## config.mk

```make
export PLATFORM = sky130hd
export DESIGN_NAME = sha_sigma_sequencer_flat
export DESIGN_NICKNAME = d
export VERILOG_FILES = /design/src/rtl/sha_sigma_sequencer_if.sv /design/src/rtl/sha_sigma_sequencer.sv /design/src/flat_wrapper.sv
export SDC_FILE = /design/constraint.sdc
export NUM_CORES = 1
export LEC_CHECK = 0
export CAP_MARGIN = 10
export CELL_PAD_IN_SITES_DETAIL_PLACEMENT = 1
export CELL_PAD_IN_SITES_GLOBAL_PLACEMENT = 1
export CORE_AREA = 2 2 92 183
export DETAILED_ROUTE_END_ITERATION = 8
export DIE_AREA = 0 0 94 185
export PLACE_DENSITY_LB_ADDON = 0.1
export SLEW_MARGIN = 25
export SYNTH_ARGS = -nofsm -noshare
export SYNTH_HDL_FRONTEND = slang
export SYNTH_SLANG_ARGS = --single-unit
```

## constraint.sdc

```tcl
create_clock -name clock -period 2.1 [get_ports clock]
set_input_delay 0.42 -clock clock [delete_from_list [all_inputs] [get_ports clock]]
set_output_delay 0.42 -clock clock [all_outputs]
set_load 0.01 [all_outputs]
```

## src/rtl/sha_sigma_sequencer_if.sv

```systemverilog
// Request/response handshakes plus the ALU drive/result bus of the SHA-256 sigma sequencer.
// slave = sequencer side, master = control/ALU environment side.
interface sha_sigma_sequencer_if;
  logic        in_valid;
  logic        in_ready;
  logic [31:0] in_word;
  logic [1:0]  in_func;
  logic        out_valid;
  logic        out_ready;
  logic [31:0] out_result;
  logic [31:0] alu_operandA;
  logic [31:0] alu_operandB;
  logic [4:0]  alu_opcode;
  logic [4:0]  alu_shiftamt;
  logic [31:0] alu_result;

  modport slave (
    input  in_valid, in_word, in_func, out_ready, alu_result,
    output in_ready, out_valid, out_result,
    output alu_operandA, alu_operandB, alu_opcode, alu_shiftamt
  );

  modport master (
    output in_valid, in_word, in_func, out_ready, alu_result,
    input  in_ready, out_valid, out_result,
    input  alu_operandA, alu_operandB, alu_opcode, alu_shiftamt
  );
endinterface

```

## src/rtl/sha_sigma_sequencer.sv

```systemverilog
// Sequences ROTR/SRL/XOR micro-ops on the shared ALU to compute SHA-256 sigma functions.
// Optional SHA_SIGMA_CHECK_EN adds a sticky check_err comparing the X2 ALU result to a reference.
module sha_sigma_sequencer #(
  parameter logic [4:0] OPC_ROTR = 5'b01001,
  parameter logic [4:0] OPC_SRL  = 5'b01011,
  parameter logic [4:0] OPC_XOR  = 5'b01000,
  parameter logic [4:0] OPC_IDLE = 5'b00000
) (
  input  logic                 clock,
  input  logic                 reset,
  sha_sigma_sequencer_if.slave bus
`ifdef SHA_SIGMA_CHECK_EN
  ,
  output logic                 check_err
`endif
);

  typedef enum logic [2:0] {
    S_IDLE, S_R1, S_R2, S_X1, S_R3, S_X2, S_DONE
  } state_t;

  typedef struct packed {
    logic [31:0] a;
    logic [31:0] b;
    logic [4:0]  opc;
    logic [4:0]  shamt;
  } alu_drv_t;

  state_t      state;
  logic [31:0] x, acc, tmp, out_result_q;
  logic [1:0]  func;
  logic        in_ready_q, out_valid_q;
  logic [4:0]  k1, k2, k3;
  alu_drv_t    drv;

  always_comb begin
    k1 = 5'd2; k2 = 5'd13; k3 = 5'd22;
    case (func)
      2'd0: begin k1 = 5'd2;  k2 = 5'd13; k3 = 5'd22; end
      2'd1: begin k1 = 5'd6;  k2 = 5'd11; k3 = 5'd25; end
      2'd2: begin k1 = 5'd7;  k2 = 5'd18; k3 = 5'd3;  end
      2'd3: begin k1 = 5'd17; k2 = 5'd19; k3 = 5'd10; end
      default: ;
    endcase
  end

  // ALU drive decodes registered state only, so it never follows in_valid/out_ready.
  always_comb begin
    drv = '0;
    drv.opc = OPC_IDLE;
    case (state)
      S_R1: begin drv.a = x;   drv.opc = OPC_ROTR; drv.shamt = k1; end
      S_R2: begin drv.a = x;   drv.opc = OPC_ROTR; drv.shamt = k2; end
      S_X1: begin drv.a = acc; drv.b = tmp; drv.opc = OPC_XOR; end
      S_R3: begin
        drv.a     = x;
        drv.opc   = func[1] ? OPC_SRL : OPC_ROTR;
        drv.shamt = k3;
      end
      S_X2: begin drv.a = acc; drv.b = tmp; drv.opc = OPC_XOR; end
      default: ;
    endcase
  end

  always_ff @(posedge clock or negedge reset) begin
    if (!reset) begin
      state        <= S_IDLE;
      in_ready_q   <= 1'b1;
      out_valid_q  <= 1'b0;
      out_result_q <= '0;
      x            <= '0;
      acc          <= '0;
      tmp          <= '0;
      func         <= '0;
    end else begin
      case (state)
        S_IDLE: if (bus.in_valid && in_ready_q) begin
          x          <= bus.in_word;
          func       <= bus.in_func;
          in_ready_q <= 1'b0;
          state      <= S_R1;
        end
        S_R1: begin acc <= bus.alu_result; state <= S_R2; end
        S_R2: begin tmp <= bus.alu_result; state <= S_X1; end
        S_X1: begin acc <= bus.alu_result; state <= S_R3; end
        S_R3: begin tmp <= bus.alu_result; state <= S_X2; end
        S_X2: begin
          out_result_q <= bus.alu_result;
          out_valid_q  <= 1'b1;
          state        <= S_DONE;
        end
        S_DONE: if (bus.out_ready) begin
          out_valid_q <= 1'b0;
          in_ready_q  <= 1'b1;
          state       <= S_IDLE;
        end
        default: state <= S_IDLE;
      endcase
    end
  end

  assign bus.in_ready     = in_ready_q;
  assign bus.out_valid    = out_valid_q;
  assign bus.out_result   = out_result_q;
  assign bus.alu_operandA = drv.a;
  assign bus.alu_operandB = drv.b;
  assign bus.alu_opcode   = drv.opc;
  assign bus.alu_shiftamt = drv.shamt;

`ifdef SHA_SIGMA_CHECK_EN
  function automatic logic [31:0] rotr(input logic [31:0] v, input logic [4:0] s);
    return (v >> s) | (v << (6'd32 - {1'b0, s}));
  endfunction

  function automatic logic [31:0] sigma_ref(input logic [31:0] v, input logic [1:0] f);
    case (f)
      2'd0:    return rotr(v, 5'd2)  ^ rotr(v, 5'd13) ^ rotr(v, 5'd22);
      2'd1:    return rotr(v, 5'd6)  ^ rotr(v, 5'd11) ^ rotr(v, 5'd25);
      2'd2:    return rotr(v, 5'd7)  ^ rotr(v, 5'd18) ^ (v >> 3);
      default: return rotr(v, 5'd17) ^ rotr(v, 5'd19) ^ (v >> 10);
    endcase
  endfunction

  always_ff @(posedge clock or negedge reset) begin
    if (!reset)
      check_err <= 1'b0;
    else if (state == S_X2 && bus.alu_result != sigma_ref(x, func))
      check_err <= 1'b1;
  end
`endif

endmodule
```

## src/flat_wrapper.sv

```systemverilog
// flat-port wrapper written by rule: the top's interface ports become plain ports
module sha_sigma_sequencer_flat 
#(
  parameter logic [4:0] OPC_ROTR = 5'b01001,
  parameter logic [4:0] OPC_SRL  = 5'b01011,
  parameter logic [4:0] OPC_XOR  = 5'b01000,
  parameter logic [4:0] OPC_IDLE = 5'b00000
)
  (clock, reset, bus_in_valid, bus_in_word, bus_in_func, bus_out_ready, bus_alu_result, bus_in_ready, bus_out_valid, bus_out_result, bus_alu_operandA, bus_alu_operandB, bus_alu_opcode, bus_alu_shiftamt);
  sha_sigma_sequencer_if bus_i ();
  input  logic clock;
  input  logic reset;
  input wire logic [$bits(bus_i.in_valid)-1:0] bus_in_valid;
  input wire logic [$bits(bus_i.in_word)-1:0] bus_in_word;
  input wire logic [$bits(bus_i.in_func)-1:0] bus_in_func;
  input wire logic [$bits(bus_i.out_ready)-1:0] bus_out_ready;
  input wire logic [$bits(bus_i.alu_result)-1:0] bus_alu_result;
  output wire logic [$bits(bus_i.in_ready)-1:0] bus_in_ready;
  output wire logic [$bits(bus_i.out_valid)-1:0] bus_out_valid;
  output wire logic [$bits(bus_i.out_result)-1:0] bus_out_result;
  output wire logic [$bits(bus_i.alu_operandA)-1:0] bus_alu_operandA;
  output wire logic [$bits(bus_i.alu_operandB)-1:0] bus_alu_operandB;
  output wire logic [$bits(bus_i.alu_opcode)-1:0] bus_alu_opcode;
  output wire logic [$bits(bus_i.alu_shiftamt)-1:0] bus_alu_shiftamt;
  assign bus_i.in_valid = bus_in_valid;
  assign bus_i.in_word = bus_in_word;
  assign bus_i.in_func = bus_in_func;
  assign bus_i.out_ready = bus_out_ready;
  assign bus_i.alu_result = bus_alu_result;
  assign bus_in_ready = bus_i.in_ready;
  assign bus_out_valid = bus_i.out_valid;
  assign bus_out_result = bus_i.out_result;
  assign bus_alu_operandA = bus_i.alu_operandA;
  assign bus_alu_operandB = bus_i.alu_operandB;
  assign bus_alu_opcode = bus_i.alu_opcode;
  assign bus_alu_shiftamt = bus_i.alu_shiftamt;
  sha_sigma_sequencer #(.OPC_ROTR(OPC_ROTR), .OPC_SRL(OPC_SRL), .OPC_XOR(OPC_XOR), .OPC_IDLE(OPC_IDLE)) u_core (.clock(clock), .reset(reset), .bus(bus_i));
endmodule
```

# ---- Word level (Yosys, flattened, before mapping)
# Cells that the tools add are included.
dict set report word_totals {
  wordCells 49
  out_inout_bits 108
  inputBits 70
  register_bits 135
}
dict set report op_classes {
  n_eq_ne 11
  n_reduce_logical 14
  n_mux 16
}
# op count
set op_table {}
lappend op_table {{32-bit case mux with 2 select lines} 1}
lappend op_table {{5-bit case mux with 4 select lines} 3}
lappend op_table {{32-bit two-way mux} 1}
lappend op_table {{5-bit case mux with 3 select lines} 2}
lappend op_table {{3-bit case mux with 7 select lines} 1}
lappend op_table {{3-bit equality test (second input constant)} 3}
lappend op_table {{2-bit OR reduction} 4}
lappend op_table {{3-bit by 2-bit equality test with 1-bit output (second input constant)} 2}
lappend op_table {{3-bit two-way mux} 2}
lappend op_table {{2-bit AND reduction} 3}
lappend op_table {{2-bit equality test (second input constant)} 2}
lappend op_table {{1-bit case mux with 2 select lines} 2}
lappend op_table {{2-bit nonzero test} 2}
lappend op_table {{3-bit by 1-bit equality test with 1-bit output (second input constant)} 1}
lappend op_table {{3-bit zero test} 1}
lappend op_table {{1-bit two-way mux} 3}
lappend op_table {{3-bit AND reduction} 1}
lappend op_table {{3-bit OR reduction} 1}
lappend op_table {{2-bit by 1-bit equality test with 1-bit output (second input constant)} 1}
lappend op_table {{2-bit zero test} 1}
lappend op_table {{2-bit two-way mux} 1}
lappend op_table {{2-bit by 1-bit != test with 1-bit output (second input constant)} 1}
lappend op_table {{2-bit != test (second input constant)} 1}
lappend op_table {{1-bit logical AND} 1}

# ---- Depth between registers and ports, before layout
# Gate-level depths: netlist (run 1).
dict set report depth {
  ltp_word 3
  depth_mapped 7
  mapped_depth_nobuf 5
}

# ---- Worst setup path after synthesis (run 1)
# No wires, ideal clock.
dict set report synth_path {
  path_kind {flip-flop to output port}
  from {reg u_core.state[0]}
  to {out bus_alu_operandA[15]}
  n_path_buf 4
  required_time_ns 1.680
  path_stages_with_launch 8
  setup_slack_ns 0.180
  arrival_ns 1.500
  path_cell_list {dfrtp_1 -> buf_6 -> nor2b_4 -> buf_6 -> o31a_1 -> buf_6 -> buf_6 -> a22o_1}
}
dict set report synth_between {
  elab_chain_len 3
  word_cells_on_any_way 8
  classes_between {5 x eq/ne; 1 x mux; 2 x reduce/logical}
}
# element line_no
set synth_rtl {}
lappend synth_rtl {{from (decl)} sha_sigma_sequencer.sv:29} ;# state_t state;
lappend synth_rtl {{from (signal assigned)} sha_sigma_sequencer.sv:67} ;# state <= S_IDLE;
lappend synth_rtl {{from (signal assigned)} sha_sigma_sequencer.sv:81} ;# state <= S_R1;
lappend synth_rtl {{from (signal assigned)} sha_sigma_sequencer.sv:83} ;# S_R1: begin acc <= bus.alu_result; state <= S_R2; end
lappend synth_rtl {{3-bit by 1-bit equality test with 1-bit output, or another cell as far along} sha_sigma_sequencer.sv:51} ;# case (state)
lappend synth_rtl {{3-bit OR reduction (no line) or 2-bit OR reduction (tied branches)} -}
lappend synth_rtl {{32-bit case mux with 2 select lines (*)} sha_sigma_sequencer.sv:51}
lappend synth_rtl {{to (decl)} flat_wrapper.sv:21} ;# output wire logic [$bits(bus_i.alu_operandA)-1:0] bus_alu_operandA;
# Every way passes the cells marked *; elsewhere a longest branch is shown, timed or not.

# ---- Worst setup path after layout (run 1)
dict set report layout_path {
  from {reg u_core.state[2]}
  to {out bus_alu_operandA[31]}
}
# The elaborated chain is that of the path after synthesis.

==> results list, run 1 <==
* Clock tree from TritonCTS: yes
* Minimum period implied by the final worst setup slack: 2.34 ns
- The congestion estimate from routability-driven global placement came to 0.790.
- Simple-gate portion of the synthesized area: 5.49%
- For this run, the detailed router's first-pass iteration total came to 4.
* Cell class contributing the biggest share of worst-path delay: buffers and inverters
* Worst reg2reg endpoint: u_core.tmp[7]$_DFFE_PN0P_
- Maximum clock insertion buffer count: 2
- Counting instances, the worst hold path has a depth of 1.
* Antenna violations before repair: 0
- Cell at the root of the clock tree: sky130_fd_sc_hd__clkbuf_16
- Main combinational cell family by area after synthesis: multiplexers
* Critical-path cell list: buf_6 > buf_4 > o21ai_4 > o31a_4 > buf_6 > a22o_1 > buf_2
- Unrepaired setup endpoints after global routing: yes
- Insertion delay of the later-clocked pin in the worst-skew pair: 0.41 ns
* Place WS: -0.186 ns
- Final clock skew: 0.00733 ns
* Final worst slack: -0.237 ns
- Cell with the largest stage delay on the worst path: sky130_fd_sc_hd__dfrtp_1
- In this run the worst path has a maximum fanout of 9.
- For this run, the share of the core covered by cells in the final layout is 57.4%.
* Leading cell type by number of instances after synthesis: sky130_fd_sc_hd__dfrtp_1
- Share of cell area taken by muxes after synthesis: 24.5%
- Max transition margin: 63.9%
* Clk slew on worst S/H paths: 0.06 ns
- Entering global routing, the biggest net connects 48 pins.
- Final hold analysis gives a worst-case slack of 0.485 ns.
* Synth top cells by count: 134 x sky130_fd_sc_hd__dfrtp_1, 70 x sky130_fd_sc_hd__mux2_2, 60 x sky130_fd_sc_hd__mux2_1, 34 x sky130_fd_sc_hd__a22o_1, 32 x sky130_fd_sc_hd__and3_1
- Fin crit share: 111%
- Data on the critical path is required at its endpoint by 1.68 ns.
* Xor-xnor portion of the synthesized cell area: 0.272%
- The final max-slew violation count was 0.
* First-pass GRT wire length: 28400 µm
- The tool flagged a number of max-cap violations equal to 0.
* Detail Route Antenna Nets: 0
- The worst hold path belongs to the class flip-flop to flip-flop.
* Register area share after synthesis: 56.6%
* Global-route congestion overflow total: 0
- Pin placement for this block handled 178 I/O pins.
- The clock tree synthesis step divided the H-tree into 4 levels.
- Clock sink count: 135
* Post-synthesis instance area: 5980 µm²
* Part of the total power dissipated in the clock network: 17.5%
- R2R cell count: 9
- Worst Hold Launch: u_core.x[24]$_DFFE_PN0P_
* Layout cells sized above 1: 45.5%
- Buf/Inv on CP: 4
* Final-report hold violation count: 0
- The floorplan step set the die width to 94 µm.
- Critical path launch point type: flip-flop
- Once the floorplan was initialized, standard cells occupied 37.1% of the core.
- Number of flip-flops and latches in the synthesized netlist: 135
- The critical path is of the flip-flop to primary output type.
* Total chip power: 17500 µW
- Synthesis-to-finish area growth: 54.7%
- The final layout contains 721 nets.
- In this run the vertical extent of the chip is 185 µm.
- In this run the critical register-to-register path is launched from u_core.state[2]$_DFFE_PN0P_.
- Std-Cell Core Area: 16100 µm²
* Endpoint, Worst Hold: u_core.x[24]$_DFFE_PN0P_
- The floorplan has 66 rows.
- Warnings from Yosys: 0
- Summed over its instances, the top area cell type makes up 56.1% of the synthesized netlist area.
- The number of antenna diodes in the final layout is 0.
* Largest cells by area after synthesis: sky130_fd_sc_hd__dfrtp_1 56%, sky130_fd_sc_hd__mux2_2 13%, sky130_fd_sc_hd__mux2_1 11%
- VDD sags by at most 0.894 mV.
- Number of global-route vias before repair: 4973
- For this block, the initial DRC count from the detailed router was 112.
* Sw Pwr: 6160 µW
- Counting flops with a built-in enable in the synthesized netlist gives 0.
- In this run, the combinational gates consume 55.1% of the power.
* Die Outline Area: 17400 µm²
- Proportion of synthesized flip-flops having asynchronous set or reset: 100%
- In the routed design, unresolved DRC markers number 0.
* Result of the run: finished with violations
- Net switching is 35.3% of the power.
- Cell accounting for the most synthesized area: sky130_fd_sc_hd__dfrtp_1
- Design internal power: 11300 µW
- STA puts the critical path data arrival time at 1.92 ns.
* Max frequency: 428 MHz
* Violated checks: setup timing
* Top_reg_cell synth: sky130_fd_sc_hd__dfrtp_1
- Synth Area in Adders: 1.26%
* Avg WL per Cell: 21.4 µm
- Wires add up to 18400 µm.
- STA classifies the critical path endpoint as a primary output.
- Via count normalized by instance count: 5.14
- Summing the areas of all compound-gate instances in the mapped netlist gives 7.35% of the synthesized area.
- Leakage: 0.00405 µW
- First element of the critical path: u_core.state[2]$_DFFE_PN0P_
- Unique masters post-synth: 36
- Detailed placement finished with a half-perimeter wire length of 11700 µm.
- Counting the buffers created by CTS gives 17.
- Setup violations remaining at the end of the flow were counted as 70.
- In this design, the stage delay of the slowest critical-path cell is 0.42 ns.
- Counting stages on the worst path, the most repeated cell is sky130_fd_sc_hd__buf_6.
- Number of fill cells: 1596
* Global-route usage over all layers: 21.7%
- In this run the power density over the cells is 1890 nW/µm².
- Summed over all failing endpoints, the final setup total negative slack is -11.23 ns.
* Mean Syn Cell Area: 14.2 µm²
- For the pin with the worst max-slew slack, the measured transition is 0.541 ns.
- Detailed routing inserted a total of 4424 vias.
- Buffers added on ports: 175
- Number of instances in the synthesized netlist: 422
* Register-to-register setup slack: 0.07 ns
- Registers are responsible for 27.5% of the overall power.
## layer usage
metal | global-route usage, % | wire length, µm
met5 | 0 | 0
met4 | 6.38 | 271
met3 | 5.13 | 903
met2 | 39.1 | 9990
met1 | 25.2 | 7280
## power groups by stage
stage | registers, µW | clock network (µW) | logic (µW)
final | 4800 | 3050 | 9630
after global routing | 4960 | 3230 | 10300
after CTS | 4790 | 3110 | 9580
after detailed placement | 4780 | 0 | 8350
after global placement | 4710 | 0 | 8230
after floorplan | 4660 | 0 | 4350
## worst max-delay path by stage
stage,end,slack (ns),cells after the start
floorplan,bus_alu_operandA[15],0.18,7
global placement,bus_alu_operandA[10],-0.15,5
detailed placement,bus_alu_operandA[15],-0.19,5
CTS,bus_alu_operandA[9],-0.32,7
global route,bus_alu_operandA[4],-0.31,7
finish,bus_alu_operandA[31],-0.24,7
## registers in the layout, summed over array words and instances, names as in the netlist
name / count
u_core.acc: 32
u_core.bus.out_result: 32
u_core.x: 32
u_core.state: 3
u_core.bus.out_valid: 1
u_core.tmp: 32
u_core.func: 2
u_core.bus.in_ready: 1
## layout make-up
type	instances	area (µm²)	share of cell area, %
flip-flops and latches	135	3380	36.6
multi-input cells	246	2660	28.7
repair buffers	239	2330	25.2
clock buffers	18	429	4.64
well taps	204	255	2.76
clock inverters	13	170	1.84
inverters	6	22.5	0.244
## worst register-to-register path: cells and delay by family (launching register included)
kind,cells,cell delay (ns)
simple gates,1,0.18
mux,1,0.36
flops,1,0.41
buf+inv,6,0.79
xor+xnor,1,0.17
## cell usage in the layout (no fill, tap or decap), types with 4 or more instances in the layout
cell type                         count
sky130_fd_sc_hd__clkbuf_16           18
sky130_fd_sc_hd__ha_4                 4
sky130_fd_sc_hd__inv_1                4
sky130_fd_sc_hd__a22o_1              34
sky130_fd_sc_hd__clkdlybuf4s50_1    102
sky130_fd_sc_hd__buf_6               57
sky130_fd_sc_hd__buf_2               38
sky130_fd_sc_hd__buf_12               7
sky130_fd_sc_hd__clkinv_4             4
sky130_fd_sc_hd__and3_4              32
sky130_fd_sc_hd__mux2_2              71
sky130_fd_sc_hd__dfrtp_1            132
sky130_fd_sc_hd__inv_6                4
sky130_fd_sc_hd__mux2_1              59
sky130_fd_sc_hd__buf_4               29
## cell families after synthesis
family / Yosys count
adder cells (fa/ha/maj): 6
other: 1
multiplexers: 130
buffers and inverters: 42
AO/OA/AOI/OAI: 55
flip-flops: 135
AND/OR/NAND/NOR: 52
XOR/XNOR: 1
## what timing repair did
item	4_1_cts	5_1_grt
resized for setup	408	21
hold buffers	1	0
endpoints found under the hold margin	43	0
gates cloned	4	1
setup endpoints to repair	72	99
pin swaps	35	7
buffers inserted	23	4
## per-stage QoR
| stage | instances | area, µm² |
|---|---|---|
| after floorplan | 423 | 5980 |
| after CTS | 860 | 9190 |
| after global placement | 804 | 8130 |
| final | 861 | 9250 |
| after global routing | 861 | 9250 |
| after detailed placement | 804 | 8130 |
Power figures use the tool's default switching activity.
==> run 2, diff against run 1 <==
--- a/config.mk
+++ b/config.mk
@@ -8,9 +8,10 @@
 export CAP_MARGIN = 10
 export CELL_PAD_IN_SITES_DETAIL_PLACEMENT = 1
 export CELL_PAD_IN_SITES_GLOBAL_PLACEMENT = 1
-export CORE_AREA = 2 2 92 183
+export CORE_AREA = 2 2 91 181
+export CTS_BUF_LIST = sky130_fd_sc_hd__clkbuf_8
 export DETAILED_ROUTE_END_ITERATION = 8
-export DIE_AREA = 0 0 94 185
+export DIE_AREA = 0 0 93 183
 export PLACE_DENSITY_LB_ADDON = 0.1
 export SLEW_MARGIN = 25
 export SYNTH_ARGS = -nofsm -noshare
==> run 2 against run 1 <==
The flow still finishes with violations (setup timing). Non-clock buffer count shrank 7. Cell count down 1.0%. Flip-flop and latch count unchanged. Die area is 2.1% lower. First-iteration DRC count is 2.7% lower. Setup slack worse by 0.11 ns. Global-route usage is essentially flat. Critical path type unchanged. Critical endpoint is now bus_alu_operandA[0].
==> results list, run 2 (synthesis gave the netlist of run 1 again) <==
* Final worst slack: -0.344 ns
* DIE HEIGHT: 183 µm
- Setup violations remaining at the end of the flow were counted as 70.
* Critical-path cell list: buf_6 > xor2_4 > buf_6 > and2_4 > buf_12 > a22o_1 > buf_2
- Largest net degree at the start of global routing: 50
- Final-report hold violation count: 0
- Number of standard cells in the final layout excluding fillers: 852
- CTS saw 135 sinks.
- Stage delay of the slowest cell on the critical path: 0.45 ns
- Data arrives at the worst endpoint at 2.02 ns.
- Top fanout value on the critical path: 16
* Violated checks: setup timing
- Register-to-register setup slack: 0.09 ns
- The initial antenna violation count is 0.
* GP Congestion: 0.767
* Most repeated library cell on the critical path: sky130_fd_sc_hd__buf_6
- First-pass GRT wire length: 27700 µm
- Detail Route Antenna Nets: 0
* Buf/Inv on CP: 4
- The largest individual stage delay along the critical path comes from the cell sky130_fd_sc_hd__dfrtp_2.
- Number of global-route vias before repair: 4902
- First element of the critical path: u_core.state[2]$_DFFE_PN0P_
- In this run the number of H-tree levels came out at 4.
- Insertion delay of the later-clocked pin in the worst-skew pair: 0.44 ns
* Worst setup path end: bus_alu_operandA[0]
- Total count of max-transition violations in the final report: 0
- Result of the run: finished with violations
* Pwr dens: 1840 nW/µm²
- Of the cells placed in the final design, the portion with a size suffix greater than 1 is 44.4%.
- Timing would allow up to 409 MHz.
- Setup TNS: -17.71 ns
- Clk slew on worst S/H paths: 0.07 ns
- In this run the core area contains 65 standard-cell rows.
- Drt pass-1 iters: 4
* Hold crit path type: input pin to async pin
* Violation count after the first detailed-route iteration: 109
- Global-route congestion overflow total: 0
* Unrepaired setup endpoints after global routing: yes
* Placed cell area: 8110 µm²
- Number of maximum-capacitance violations: 0
- The root buffer cell chosen for the clock tree is sky130_fd_sc_hd__clkbuf_8.
- Once the floorplan was initialized, standard cells occupied 38.3% of the core.
- Vias after detailed routing: 4336
- Cell class contributing the biggest share of worst-path delay: buffers and inverters
- Post-route DRC violation count: 0
* Avg WL per Cell: 20.9 µm
- Buffers added on ports: 175
- Number of diodes added for antenna fixing: 0
- Across the routed clock network, the largest skew measured is 0.00633 ns.
- The floorplan step defined a die boundary enclosing 17000 µm².
* Total chip power: 16500 µW
- The endpoint identified for the worst register-to-register timing path is u_core.tmp[26]$_DFFE_PN0P_.
* Via count normalized by instance count: 5.09
* R2R cell count: 8
- Place WS: -0.251 ns
- Once placement completed, the tool counted placed cells totaling 797.
- After legalization and detailed placement, the total HPWL measured 11200 µm.
- Final cell area excluding filler cells: 9000 µm²
- Critical path launch point type: flip-flop
* Leakage: 0.00393 µW
- The routed design could run at a clock period as short as 2.44 ns.
- Die X-Extent: 93 µm
- The critical path is of the flip-flop to primary output type.
- The startpoint identified for the worst register-to-register timing path is u_core.state[2]$_DFFE_PN0P_.
- The final layout contains 714 nets.
* CP endpoint kind: primary output
- Synthesis-to-finish area growth: 50.5%
- VDD sags by at most 1.03 mV.
- The routed design has 17800 µm of wire.
- The critical path crosses 7 cells after its start point.
- Inserted Clock Buffers: 17
- Fin crit share: 116%
- For this run, the total global-route usage over all layers was measured as 21.7%.
- Most common cell after layout, fill and taps aside: sky130_fd_sc_hd__dfrtp_1
- TritonCTS built the clock tree.
- Std-Cell Core Area: 15600 µm²
* Top library cells by usage in the layout, fill and taps aside: 129 x sky130_fd_sc_hd__dfrtp_1, 102 x sky130_fd_sc_hd__clkdlybuf4s50_1, 70 x sky130_fd_sc_hd__mux2_2
* Top-Level Pins: 178
- The longest clock path from root to sink contains 2 buffers.
- Crit path required time: 1.68 ns
==> run 2: changes by cell type in the layout (fill, tap and decap cells not counted), sizes merged <==
cell and change:
clkinv -1, clkinvlp +2, bufinv -1, buf -8, clkdlybuf4s15 +1, clkbuf +1
==> run 2: timing repair <==
item	4_1_cts	5_1_grt
resized for setup	402	20
setup endpoints to repair	72	72
hold endpoints to repair	46	0
hold buffers	1	0
pin swaps	25	2
cloned	3	1
setup buffers	17	2
==> run 2: stage by stage <==
step	utilization (%)	hold slack (ns)
after floorplan	-	0.124
after global placement	51.9	0.403
after detailed placement	51.9	0.407
after CTS	56.8	0.483
after global routing	57.6	0.496
final	57.6	0.484
==> run 2: how the worst min path moves through the flow <==
stage	from	endpoint	slack, ns	depth (start not counted)
after floorplan	reset	u_core.acc[0]$_DFFE_PN0P_	0.12	0
after global placement	reset	u_core.bus.out_valid$_DFFE_PN0P_	0.40	1
after detailed placement	reset	u_core.bus.out_valid$_DFFE_PN0P_	0.41	1
after CTS	reset	u_core.bus.out_valid$_DFFE_PN0P_	0.48	2
after global routing	reset	u_core.bus.out_valid$_DFFE_PN0P_	0.50	2
final	reset	u_core.bus.out_valid$_DFFE_PN0P_	0.48	2
==> run 2: area by class of cell <==
class,instances,area [µm²]
Inverter,6,25.0
Multi-Input combinational cell,246,2620
Tap cell,201,251
Timing Repair Buffer,232,2330
Clock buffer,19,262
Fill cell,1564,6620
Clock inverter,13,115
Sequential cell,135,3390
==> run 2: power breakdown <==
group / leakage [µW] / internal, µW / total (µW) / switching [µW]
clock: 0.000206 / 1090 / 2100 / 1020
sequential: 0.00158 / 3980 / 4770 / 788
combinational: 0.00214 / 5500 / 9640 / 4140
total: 0.00393 / 10600 / 16500 / 5940
==> run 2: per-layer routing <==
layer / vias to the layer above / part of all wire [%] / track usage, %
li1: 1966 / - / -
met1: 2209 / 40 / 26.1
met2: 137 / 52 / 37.7
met3: 24 / 5.3 / 5.42
met4: 0 / 2.1 / 7.18
met5: - / 0 / 0
